[src/rtl/serial_pkg.sv]
// Shared definitions for the serial responder: UART FSM state encoding and line levels.
package serial_pkg;

  typedef enum logic [1:0] {
    S_IDLE  = 2'd0,
    S_START = 2'd1,
    S_DATA  = 2'd2,
    S_STOP  = 2'd3
  } uart_state_t;

  localparam logic UART_IDLE_LEVEL = 1'b1;

endpackage

[src/rtl/serial_io_responder_if.sv]
// Processor-side byte port between the memory stage (master) and the serial responder (slave).
interface serial_io_responder_if;

  logic       serial_wren_in;
  logic [7:0] serial_data_in;
  logic       serial_rden_in;
  logic [7:0] serial_data_out;
  logic       serial_valid_out;
  logic       serial_ready_out;

  modport master (
    output serial_wren_in, serial_data_in, serial_rden_in,
    input  serial_data_out, serial_valid_out, serial_ready_out
  );

  modport slave (
    input  serial_wren_in, serial_data_in, serial_rden_in,
    output serial_data_out, serial_valid_out, serial_ready_out
  );

endinterface

[src/rtl/serial_io_responder_byte_fifo.sv]
// Show-ahead FIFO: head is valid combinationally, push/pop take effect on the next edge.
// Push while full and pop while empty are ignored; full/empty come from the registered count.
module byte_fifo #(
  parameter int W     = 8,
  parameter int DEPTH = 8
) (
  input  logic         clk,
  input  logic         reset,
  input  logic         push,
  input  logic [W-1:0] push_data,
  input  logic         pop,
  output logic [W-1:0] head,
  output logic         full,
  output logic         empty
);

  localparam int AW = $clog2(DEPTH);
  localparam logic [AW:0] FULL_CNT = (AW+1)'(DEPTH);

  logic [W-1:0]  mem [DEPTH];
  logic [AW-1:0] wr_ptr;
  logic [AW-1:0] rd_ptr;
  logic [AW:0]   count;
  logic          do_push;
  logic          do_pop;

  assign full    = (count == FULL_CNT);
  assign empty   = (count == '0);
  assign do_push = push && !full;
  assign do_pop  = pop && !empty;
  assign head    = mem[rd_ptr];

  always_ff @(posedge clk or posedge reset) begin
    if (reset) begin
      wr_ptr <= '0;
      rd_ptr <= '0;
      count  <= '0;
      for (int i = 0; i < DEPTH; i++) mem[i] <= '0;
    end else begin
      if (do_push) begin
        mem[wr_ptr] <= push_data;
        wr_ptr      <= wr_ptr + 1'b1;
      end
      if (do_pop) rd_ptr <= rd_ptr + 1'b1;
      case ({do_push, do_pop})
        2'b10:   count <= count + 1'b1;
        2'b01:   count <= count - 1'b1;
        default: count <= count;
      endcase
    end
  end

endmodule

[src/rtl/serial_io_responder.sv]
// Serial port peripheral: byte queues toward the memory stage, 8N1 UART transmitter/receiver on the line.
// TX line falls two edges after a push into an idle port; RX byte is visible the cycle after its stop sample.
module serial_io_responder
  import serial_pkg::*;
#(
  parameter int CLKS_PER_BIT = 16,
  parameter int FIFO_DEPTH   = 8
) (
  input  logic                  clk,
  input  logic                  reset,
  serial_io_responder_if.slave  cpu,
  input  logic                  uart_rx_in,
  output logic                  uart_tx_out,
  output logic                  frame_err_out,
  output logic                  overrun_out
);

  localparam int TW = $clog2(CLKS_PER_BIT);
  localparam logic [TW-1:0] BIT_LAST  = TW'(CLKS_PER_BIT - 1);
  localparam logic [TW-1:0] HALF_LAST = TW'(CLKS_PER_BIT / 2 - 1);

  logic       tx_full, tx_empty, tx_pop;
  logic [7:0] tx_head;
  logic       rx_full, rx_empty, rx_push;

  byte_fifo #(.W(8), .DEPTH(FIFO_DEPTH)) u_tx_fifo (
    .clk       (clk),
    .reset     (reset),
    .push      (cpu.serial_wren_in),
    .push_data (cpu.serial_data_in),
    .pop       (tx_pop),
    .head      (tx_head),
    .full      (tx_full),
    .empty     (tx_empty)
  );

  logic [7:0] rx_shreg;

  byte_fifo #(.W(8), .DEPTH(FIFO_DEPTH)) u_rx_fifo (
    .clk       (clk),
    .reset     (reset),
    .push      (rx_push),
    .push_data (rx_shreg),
    .pop       (cpu.serial_rden_in),
    .head      (cpu.serial_data_out),
    .full      (rx_full),
    .empty     (rx_empty)
  );

  assign cpu.serial_ready_out = !tx_full;
  assign cpu.serial_valid_out = !rx_empty;

  // ---------------- transmitter ----------------
  uart_state_t tx_state, tx_state_nxt;
  logic [TW-1:0] tx_timer, tx_timer_nxt;
  logic [2:0]    tx_idx, tx_idx_nxt;
  logic [7:0]    tx_shreg, tx_shreg_nxt;
  logic          tx_bit;

  always_ff @(posedge clk or posedge reset) begin
    if (reset) begin
      tx_state    <= S_IDLE;
      tx_timer    <= '0;
      tx_idx      <= '0;
      tx_shreg    <= '0;
      uart_tx_out <= UART_IDLE_LEVEL;
    end else begin
      tx_state    <= tx_state_nxt;
      tx_timer    <= tx_timer_nxt;
      tx_idx      <= tx_idx_nxt;
      tx_shreg    <= tx_shreg_nxt;
      uart_tx_out <= tx_bit;
    end
  end

  always_comb begin
    tx_state_nxt = tx_state;
    tx_timer_nxt = tx_timer;
    tx_idx_nxt   = tx_idx;
    tx_shreg_nxt = tx_shreg;
    tx_pop       = 1'b0;
    tx_bit       = UART_IDLE_LEVEL;
    case (tx_state)
      S_IDLE: begin
        if (!tx_empty) begin
          tx_pop       = 1'b1;
          tx_shreg_nxt = tx_head;
          tx_timer_nxt = '0;
          tx_idx_nxt   = '0;
          tx_state_nxt = S_START;
        end
      end
      S_START: begin
        tx_bit       = 1'b0;
        tx_timer_nxt = tx_timer + 1'b1;
        if (tx_timer == BIT_LAST) begin
          tx_timer_nxt = '0;
          tx_state_nxt = S_DATA;
        end
      end
      S_DATA: begin
        tx_bit       = tx_shreg[0];
        tx_timer_nxt = tx_timer + 1'b1;
        if (tx_timer == BIT_LAST) begin
          tx_timer_nxt = '0;
          tx_shreg_nxt = {1'b0, tx_shreg[7:1]};
          tx_idx_nxt   = tx_idx + 1'b1;
          if (tx_idx == 3'd7) tx_state_nxt = S_STOP;
        end
      end
      S_STOP: begin
        tx_timer_nxt = tx_timer + 1'b1;
        if (tx_timer == BIT_LAST) begin
          tx_timer_nxt = '0;
          tx_state_nxt = S_IDLE;
        end
      end
      default: tx_state_nxt = S_IDLE;
    endcase
  end

  // ---------------- receiver ----------------
  logic [1:0] rx_sync;
  logic       rx_s, rx_prev;
  uart_state_t rx_state, rx_state_nxt;
  logic [TW-1:0] rx_timer, rx_timer_nxt;
  logic [2:0]    rx_idx, rx_idx_nxt;
  logic [7:0]    rx_shreg_nxt;
  logic          frame_err_nxt, overrun_nxt;

  assign rx_s = rx_sync[1];

  always_ff @(posedge clk or posedge reset) begin
    if (reset) begin
      rx_sync       <= {2{UART_IDLE_LEVEL}};
      rx_prev       <= UART_IDLE_LEVEL;
      rx_state      <= S_IDLE;
      rx_timer      <= '0;
      rx_idx        <= '0;
      rx_shreg      <= '0;
      frame_err_out <= 1'b0;
      overrun_out   <= 1'b0;
    end else begin
      rx_sync       <= {rx_sync[0], uart_rx_in};
      rx_prev       <= rx_s;
      rx_state      <= rx_state_nxt;
      rx_timer      <= rx_timer_nxt;
      rx_idx        <= rx_idx_nxt;
      rx_shreg      <= rx_shreg_nxt;
      frame_err_out <= frame_err_nxt;
      overrun_out   <= overrun_nxt;
    end
  end

  // START checks mid-bit; afterwards every sample lands a full bit later, i.e. mid-bit too.
  always_comb begin
    rx_state_nxt  = rx_state;
    rx_timer_nxt  = rx_timer;
    rx_idx_nxt    = rx_idx;
    rx_shreg_nxt  = rx_shreg;
    rx_push       = 1'b0;
    frame_err_nxt = 1'b0;
    overrun_nxt   = 1'b0;
    case (rx_state)
      S_IDLE: begin
        if (rx_prev && !rx_s) begin
          rx_timer_nxt = '0;
          rx_state_nxt = S_START;
        end
      end
      S_START: begin
        rx_timer_nxt = rx_timer + 1'b1;
        if (rx_timer == HALF_LAST) begin
          rx_timer_nxt = '0;
          rx_idx_nxt   = '0;
          rx_state_nxt = rx_s ? S_IDLE : S_DATA;
        end
      end
      S_DATA: begin
        rx_timer_nxt = rx_timer + 1'b1;
        if (rx_timer == BIT_LAST) begin
          rx_timer_nxt = '0;
          rx_shreg_nxt = {rx_s, rx_shreg[7:1]};
          rx_idx_nxt   = rx_idx + 1'b1;
          if (rx_idx == 3'd7) rx_state_nxt = S_STOP;
        end
      end
      S_STOP: begin
        rx_timer_nxt = rx_timer + 1'b1;
        if (rx_timer == BIT_LAST) begin
          rx_timer_nxt = '0;
          rx_state_nxt = S_IDLE;
          if (!rx_s)        frame_err_nxt = 1'b1;
          else if (rx_full) overrun_nxt   = 1'b1;
          else              rx_push       = 1'b1;
        end
      end
      default: rx_state_nxt = S_IDLE;
    endcase
  end

endmodule

[src/flat_wrapper.sv]
// flat-port wrapper written by rule: the top's interface ports become plain ports
module serial_io_responder_flat import serial_pkg::*;
#(
  parameter int CLKS_PER_BIT = 16,
  parameter int FIFO_DEPTH   = 8
)
  (clk, reset, uart_rx_in, uart_tx_out, frame_err_out, overrun_out, cpu_serial_wren_in, cpu_serial_data_in, cpu_serial_rden_in, cpu_serial_data_out, cpu_serial_valid_out, cpu_serial_ready_out);
  serial_io_responder_if cpu_i ();
  input  logic clk;
  input  logic reset;
  input  logic uart_rx_in;
  output logic uart_tx_out;
  output logic frame_err_out;
  output logic overrun_out;
  input wire logic [$bits(cpu_i.serial_wren_in)-1:0] cpu_serial_wren_in;
  input wire logic [$bits(cpu_i.serial_data_in)-1:0] cpu_serial_data_in;
  input wire logic [$bits(cpu_i.serial_rden_in)-1:0] cpu_serial_rden_in;
  output wire logic [$bits(cpu_i.serial_data_out)-1:0] cpu_serial_data_out;
  output wire logic [$bits(cpu_i.serial_valid_out)-1:0] cpu_serial_valid_out;
  output wire logic [$bits(cpu_i.serial_ready_out)-1:0] cpu_serial_ready_out;
  assign cpu_i.serial_wren_in = cpu_serial_wren_in;
  assign cpu_i.serial_data_in = cpu_serial_data_in;
  assign cpu_i.serial_rden_in = cpu_serial_rden_in;
  assign cpu_serial_data_out = cpu_i.serial_data_out;
  assign cpu_serial_valid_out = cpu_i.serial_valid_out;
  assign cpu_serial_ready_out = cpu_i.serial_ready_out;
  serial_io_responder #(.CLKS_PER_BIT(CLKS_PER_BIT), .FIFO_DEPTH(FIFO_DEPTH)) u_core (.clk(clk), .reset(reset), .cpu(cpu_i), .uart_rx_in(uart_rx_in), .uart_tx_out(uart_tx_out), .frame_err_out(frame_err_out), .overrun_out(overrun_out));
endmodule
[config.mk]
export PLATFORM = sky130hd
export DESIGN_NAME = serial_io_responder_flat
export DESIGN_NICKNAME = d
export VERILOG_FILES = /design/src/rtl/serial_pkg.sv /design/src/rtl/serial_io_responder_if.sv /design/src/rtl/serial_io_responder_byte_fifo.sv /design/src/rtl/serial_io_responder.sv /design/src/flat_wrapper.sv
export SDC_FILE = /design/constraint.sdc
export NUM_CORES = 1
export LEC_CHECK = 0
export BUFFER_PORTS_ARGS = -buffer_cell sky130_fd_sc_hd__buf_2
export CAP_MARGIN = 10
export CORE_MARGIN = 8
export CORE_UTILIZATION = 55
export CTS_BUF_LIST = sky130_fd_sc_hd__clkbuf_2
export DETAILED_ROUTE_END_ITERATION = 12
export PLACE_DENSITY = 0.72
export SLEW_MARGIN = 20
export SYNTH_ARGS = -nofsm -noshare
export SYNTH_HDL_FRONTEND = slang
export SYNTH_SLANG_ARGS = --single-unit
[constraint.sdc]
create_clock -name clk -period 10.2 [get_ports clk]
set_clock_uncertainty 0.15 [all_clocks]
set_input_delay 0.51 -clock clk [delete_from_list [all_inputs] [get_ports clk]]
set_output_delay 0.51 -clock clk [all_outputs]
set_load 0.01 [all_outputs]
== Word level (Yosys, flattened, before mapping) ==
Cells that the tools add are included.
Storage, ports and cells
  bits in registers: 188
  bits in latches: 0
  RAM bits: 0
  ROM bits: 0
  bits of input ports: 13
  memories: 0
Operators by class
  add/subtract/negate cells: 12
  multipliers: 0
  div/mod/pow operators: 0
  magnitude comparators: 6
  equal/unequal tests: 27
  shifts and indexed selects: 0
  mux-type cells: 57
  bitwise operators: 4
  reductions and logical operators: 27
Operators with widths (number)
  bitwise mux 64 bit: 2
  two-way mux 8 bit: 8
  binary-select mux 8 bit (select 3 bit): 2
  demux 8 bit (select 3 bit): 2
  one-hot mux 4 bit (2 select lines): 3
  two-way mux 2 bit: 11
  two-way mux 4 bit: 5
  adder 3 x 1 -> 3 bit (second input constant): 6
  != test 2 x 1 -> 1 bit (second input constant): 9
  adder 4 x 1 -> 4 bit (second input constant): 4
  equality test 4 bit (second input constant): 4
  greater-or-equal comparator 4 bit (second input constant): 4
  inverter 3 -> 4 bit: 4
  one-hot mux 2 bit (4 select lines): 2
  one-hot mux 8 bit (2 select lines): 1
  two-way mux 1 bit: 13
  equality test 2 bit (second input constant): 6
  two-way mux 3 bit: 4
  one-hot mux 3 bit (2 select lines): 2
  one-hot mux 4 bit (3 select lines): 1
  AND reduction 5 bit: 2
  equality test 2 x 1 -> 1 bit (second input constant): 4
  zero test 4 bit: 2
  < comparator 4 x 1 -> 1 bit (second input constant): 2
  13 further kinds: 30

== Logic depth before layout (Yosys ltp) ==
  depth in word-level cells: 8
  depth in mapped cells: 10
  mapped depth without buffers: 10

== Hierarchy ==
Synthesis repeated with hierarchy kept, for this count alone.
Unflattened totals
  cell total of the unflattened synthesis: 638
  area total of the unflattened synthesis: 9253.9 µm²
By module, submodules not included
  byte_fifo (u_core.u_rx_fifo): times used 1, cells each 228, area each 3617.2 µm², sequential area each 1851.8 µm²
  byte_fifo (u_core.u_tx_fifo): times used 1, cells each 227, area each 3562.2 µm², sequential area each 1851.8 µm²
  serial_io_responder: times used 1, cells each 183, area each 2074.5 µm², sequential area each 1006.0 µm²

== Worst setup path after synthesis ==
Ideal clock, no wire load.
  path type: register to register
  start: register u_core.rx_timer[0]
  end: register u_core.u_rx_fifo.count[3]
  setup time: 0.125 ns
  arrival: 2.509 ns
  required time: 9.925 ns
  setup slack: 7.416 ns
  cell stages (with the launch flop): 11
  path buffers: 0
  path through: dfrtp_1 -> ha_1 -> nand4_1 -> nor3b_4 -> inv_1 -> ha_1 -> ha_1 -> a21o_1 -> a2111oi_0 -> nand4b_1 -> nand3_1
Between the ends
  word-level cells in the longest chain between the ends: 6
  elaborated cells on any way between the ends: 8
  classes of those cells: eq/ne: 3; mux: 3; reduce/logical: 2
RTL lines
  from (decl): RTL line serial_io_responder.sv:126  | logic [TW-1:0] rx_timer, rx_timer_nxt;
  from (signal assigned): RTL line serial_io_responder.sv:147  | rx_timer <= rx_timer_nxt;
  equality test 4 bit (*): RTL line serial_io_responder.sv:190  | if (rx_timer == BIT_LAST) begin
  two-way mux 1 bit (*): RTL line serial_io_responder.sv:190
  two-way mux 1 bit (*): RTL line serial_io_responder.sv:164  | case (rx_state)
  logical AND 1 bit (*): RTL line serial_io_responder_byte_fifo.sv:29  | assign do_push = push && !full;
  equality test 2 x 1 -> 1 bit or equality test 2 bit (tied branches): RTL line serial_io_responder_byte_fifo.sv:45  | case ({do_push, do_pop})
  one-hot mux 4 bit (2 select lines) or nonzero test 2 bit (tied branches)
  to (signal assigned): RTL line serial_io_responder_byte_fifo.sv:46  | 2'b10: count <= count + 1'b1;
  to (signal assigned): RTL line serial_io_responder_byte_fifo.sv:47  | 2'b01: count <= count - 1'b1;
  to (signal assigned): RTL line serial_io_responder_byte_fifo.sv:48  | default: count <= count;
  to (decl): RTL line serial_io_responder_byte_fifo.sv:23  | logic [AW:0] count;
Mark *: on every way between the ends. The rest lies on a longest branch, timed or not.
A chain may end at the register's enable or synchronous reset.

== Final worst setup path ==
  start: register u_core.u_rx_fifo.rd_ptr[0]
  end: output cpu_serial_data_out[5]
Between the ends
  word-level cells in the longest chain between the ends: 4
RTL lines
  from (decl): RTL line serial_io_responder_byte_fifo.sv:22  | logic [AW-1:0] rd_ptr;
  from (signal assigned): RTL line serial_io_responder_byte_fifo.sv:44  | if (do_pop) rd_ptr <= rd_ptr + 1'b1;
  inverter 3 -> 4 bit (not written as such): RTL line serial_io_responder_byte_fifo.sv:31  | assign head = mem[rd_ptr];
  binary-select mux 8 bit (select 3 bit): RTL line serial_io_responder_byte_fifo.sv:31
  two-way mux 8 bit (not written as such) (2 in a row): RTL line serial_io_responder_byte_fifo.sv:31
  to (decl): RTL line flat_wrapper.sv:18  | output wire logic [$bits(cpu_i.serial_data_out)-1:0] cpu_serial_data_out;
Every way passes these cells. The select of a mux whose other input is x is not followed.

==> impl_metrics.tcl <==
set metrics [dict create \
    drt_wl_total_mm 16.58 \
    fp.dieW_um 144.2 \
    wl_per_cell_um 18.61 \
    finish.utilization_pct 59.16 \
    cp-end-kind "output port" \
    crit_required_ns 9.54 \
    numCtsBuffers 17 \
    hold_start "u_core.rx_sync[0]$_DFF_PP1_" \
    worst_slew_pin_slew_ns 0.9422 \
    reg2regPathDepth 10 \
    start_util_pct 55.27 \
    rows 47 \
    finalHoldViolations 0 \
    cp-start-kind "flop" \
    drive_gt1_share_pct 40.21 \
    grt.total_usage_pct 17.62 \
    slowest_delay_ns 0.82 \
    crit_start "u_core.u_rx_fifo.rd_ptr[0]$_DFFE_PP0P_" \
    rsz0062_at_grt "no" \
    cp.depth 3 \
    cts.clk_slew.worst_paths_ns 0.24 \
    antenna_found_initial 1 \
    grt_pass1_wl_mm 28.46 \
    yosysSeqAreaShare_pct 52.13 \
    cts.repair.resized 0 \
    netlist_area_sq_um 9035 \
    htreeDepth 4 \
    synth_ff_type "dfrtp_1" \
    path_max_fanout 18 \
    viasPerCell 5.737 \
    p_per_area_nw_per_um2 205.2 \
    grt_max_degree 107 \
    synth_nets 672 \
    status "finished clean" \
    die_h_um 144.2 \
    drt_iter0_markers 207 \
    die_area_sq_um 20790 \
    grtUsageMet1_pct 21.32 \
    grt_pass1_vias 5532 \
    drt_first_pass_iters 4 \
    crit_buf_inv 1 \
    ir_worst_vdd_mv 0.1525 \
    ios 26 \
    max_slew_margin_pct 37.18 \
    fin_crit_ns 3.228 \
    fillCellCount 1291 \
    mostFrequentLayoutCell "dfrtp_1" \
    final_antenna_net_count 0 \
    crit_family "multiplexers" \
    min_path_cells 0 \
    routabilityCongestion 0.8104 \
    timing.final.crit_share_pct 31.65 \
    final_cell_mix "dfrtp_1 (183), mux2_2 (152), nand2_1 (32), mux4_2 (32), ha_1 (26)" \
    path_cells "mux4_2 > mux2_2 > buf_2" \
    crit_type "flop to output port" \
    setup_tns_ns 0 \
    p_leak_uw 0.004594 \
    grt.busiest_layer "met2" \
    drc 0 \
    core_sq_um 16350 \
    clk_path_buf_depth 2 \
    hold_path_class "flop to flop" \
    holdWs_ns 0.2263 \
    clk_latency_ns 0.73 \
    max-cap-violations 0 \
    cp.arrival_ns 2.57 \
    grt_util_met2_pct 31.32 \
    finalPower_uw 1984 \
    use_met3_pct 3.433 \
    yosys_register_bits 188 \
    synth_cell_types 57 \
    setup_viol 0 \
    synth_enable_flop_cells 0 \
    io_buffers 25 \
    final_cell_count_no_fill 891 \
    cts_sinks 188 \
    r2r-start "u_core.rx_timer[0]$_DFFE_PP0N_" \
    dp_hpwl_mm 10.90 \
    syn_to_final_growth_pct 7.049 \
    yosys_warnings 0 \
    ys_async_sr_fraction_pct 100.0 \
    grt-ovfl-total 0 \
    drv_slew 0 \
    cts_tree "done" \
    fmax_mhz 309.8 \
    finalNetCount 699 \
    cpMaxStageDelayCell "dfrtp_2" \
    detailroute.via_count 5112 \
    synth_cells 631 \
    root_buffer "clkbuf_2" \
    dp_cells 847 \
    avgSynthCellArea_sq_um 14.32 \
]
## per-stage QoR
step	setup slack (ns)	instance area, sq um
floorplan	4.433	9035
detailed placement	7.031	9303
global route	6.677	9672
global placement	7.245	9303
finish	6.972	9672
CTS	6.475	9662
## per-layer routing
metal / up-vias / part of all wire, %
li1: 2373 / -
met1: 2674 / 44
met2: 53 / 52
met3: 12 / 2.7
met4: 0 / 1.0
met5: - / 0
## cells in the mapped netlist (4+ instances only)
| master | n | area [sq um] |
|---|---|---|
| o21ai_0 | 19 | 95.09 |
| nor4b_4 | 4 | 95.09 |
| mux2_2 | 152 | 1712 |
| buf_1 | 12 | 45.04 |
| nand3_1 | 14 | 70.07 |
| nor2_1 | 13 | 48.80 |
| mux4_2 | 32 | 720.7 |
| clkbuf_1 | 10 | 37.54 |
| xnor2_1 | 8 | 70.07 |
| ha_1 | 26 | 325.3 |
| dfrtp_1 | 184 | 4604 |
| inv_1 | 17 | 63.81 |
| dfstp_2 | 4 | 105.1 |
| xor2_1 | 4 | 35.03 |
| a21oi_1 | 6 | 30.03 |
| nand2_1 | 32 | 120.1 |
| mux2i_1 | 12 | 120.1 |
| mux2_4 | 4 | 60.06 |
| a22o_1 | 4 | 35.03 |
| nand2b_1 | 6 | 37.54 |
| buf_2 | 4 | 20.02 |
| buf_4 | 4 | 30.03 |
## repair_timing
item,CTS,global route
hold buffers,12,0
endpoints found under the hold margin,170,0
setup endpoints to repair,0,0
setup buffers,0,0
## cell type report
cell class | instances | area [sq um] | share of cell area (%)
Antenna cell | 2 | 5.005 | 0.05175
Multi-Input combinational cell | 394 | 4098 | 42.37
Clock inverter | 12 | 148.9 | 1.539
Sequential cell | 188 | 4711 | 48.71
Tap cell | 220 | 275.3 | 2.846
Timing Repair Buffer | 39 | 264.0 | 2.730
Clock buffer | 18 | 90.09 | 0.9314
Inverter | 18 | 80.08 | 0.8279
## cell families after synthesis
family                     synth area share [%]
buffers and inverters                     2.520
AOI/OAI and AO/OA                         3.061
DFF                                       52.13
muxes                                     28.92
and+or+nand+nor                           8.171
adders and majority gates                 4.044
xor gates and xnor gates                  1.163
## final timing paths
| kind | end | slack (ns) |
|---|---|---|
| setup / recovery | cpu_serial_data_out[5] | 6.97 |
| setup reg to reg | u_core.u_rx_fifo.count[3]$_DFFE_PP0P_ | 6.99 |
| hold / removal | u_core.rx_sync[1]$_DFF_PP1_ | 0.23 |
| hold reg to reg | u_core.rx_sync[1]$_DFF_PP1_ | 0.23 |
| max in group asynchronous | u_core.u_rx_fifo.rd_ptr[0]$_DFFE_PP0P_ | 8.25 |
| min in group asynchronous | u_core.tx_timer[1]$_DFFE_PP0P_ | 0.35 |
## report_power, final
| group | total (uW) | switching (uW) | internal, uW |
|---|---|---|---|
| sequential | 1070 | 166 | 909 |
| clock | 374 | 240 | 134 |
| combinational | 535 | 217 | 318 |
## sequential cells by signal (all words and copies together) (netlist names), 3 cells and up, named ones only
register,flops
u_core.u_rx_fifo.rd_ptr,3
u_core.u_rx_fifo.count,4
u_core.tx_idx,3
u_core.rx_idx,3
u_core.u_tx_fifo.rd_ptr,3
u_core.u_tx_fifo.wr_ptr,3
u_core.rx_shreg,8
u_core.u_tx_fifo.count,4
u_core.tx_timer,4
u_core.u_rx_fifo.wr_ptr,3
u_core.u_rx_fifo.mem,64
u_core.tx_shreg,8
u_core.rx_timer,4
u_core.u_tx_fifo.mem,64
(Power assumes the default switching activity.)
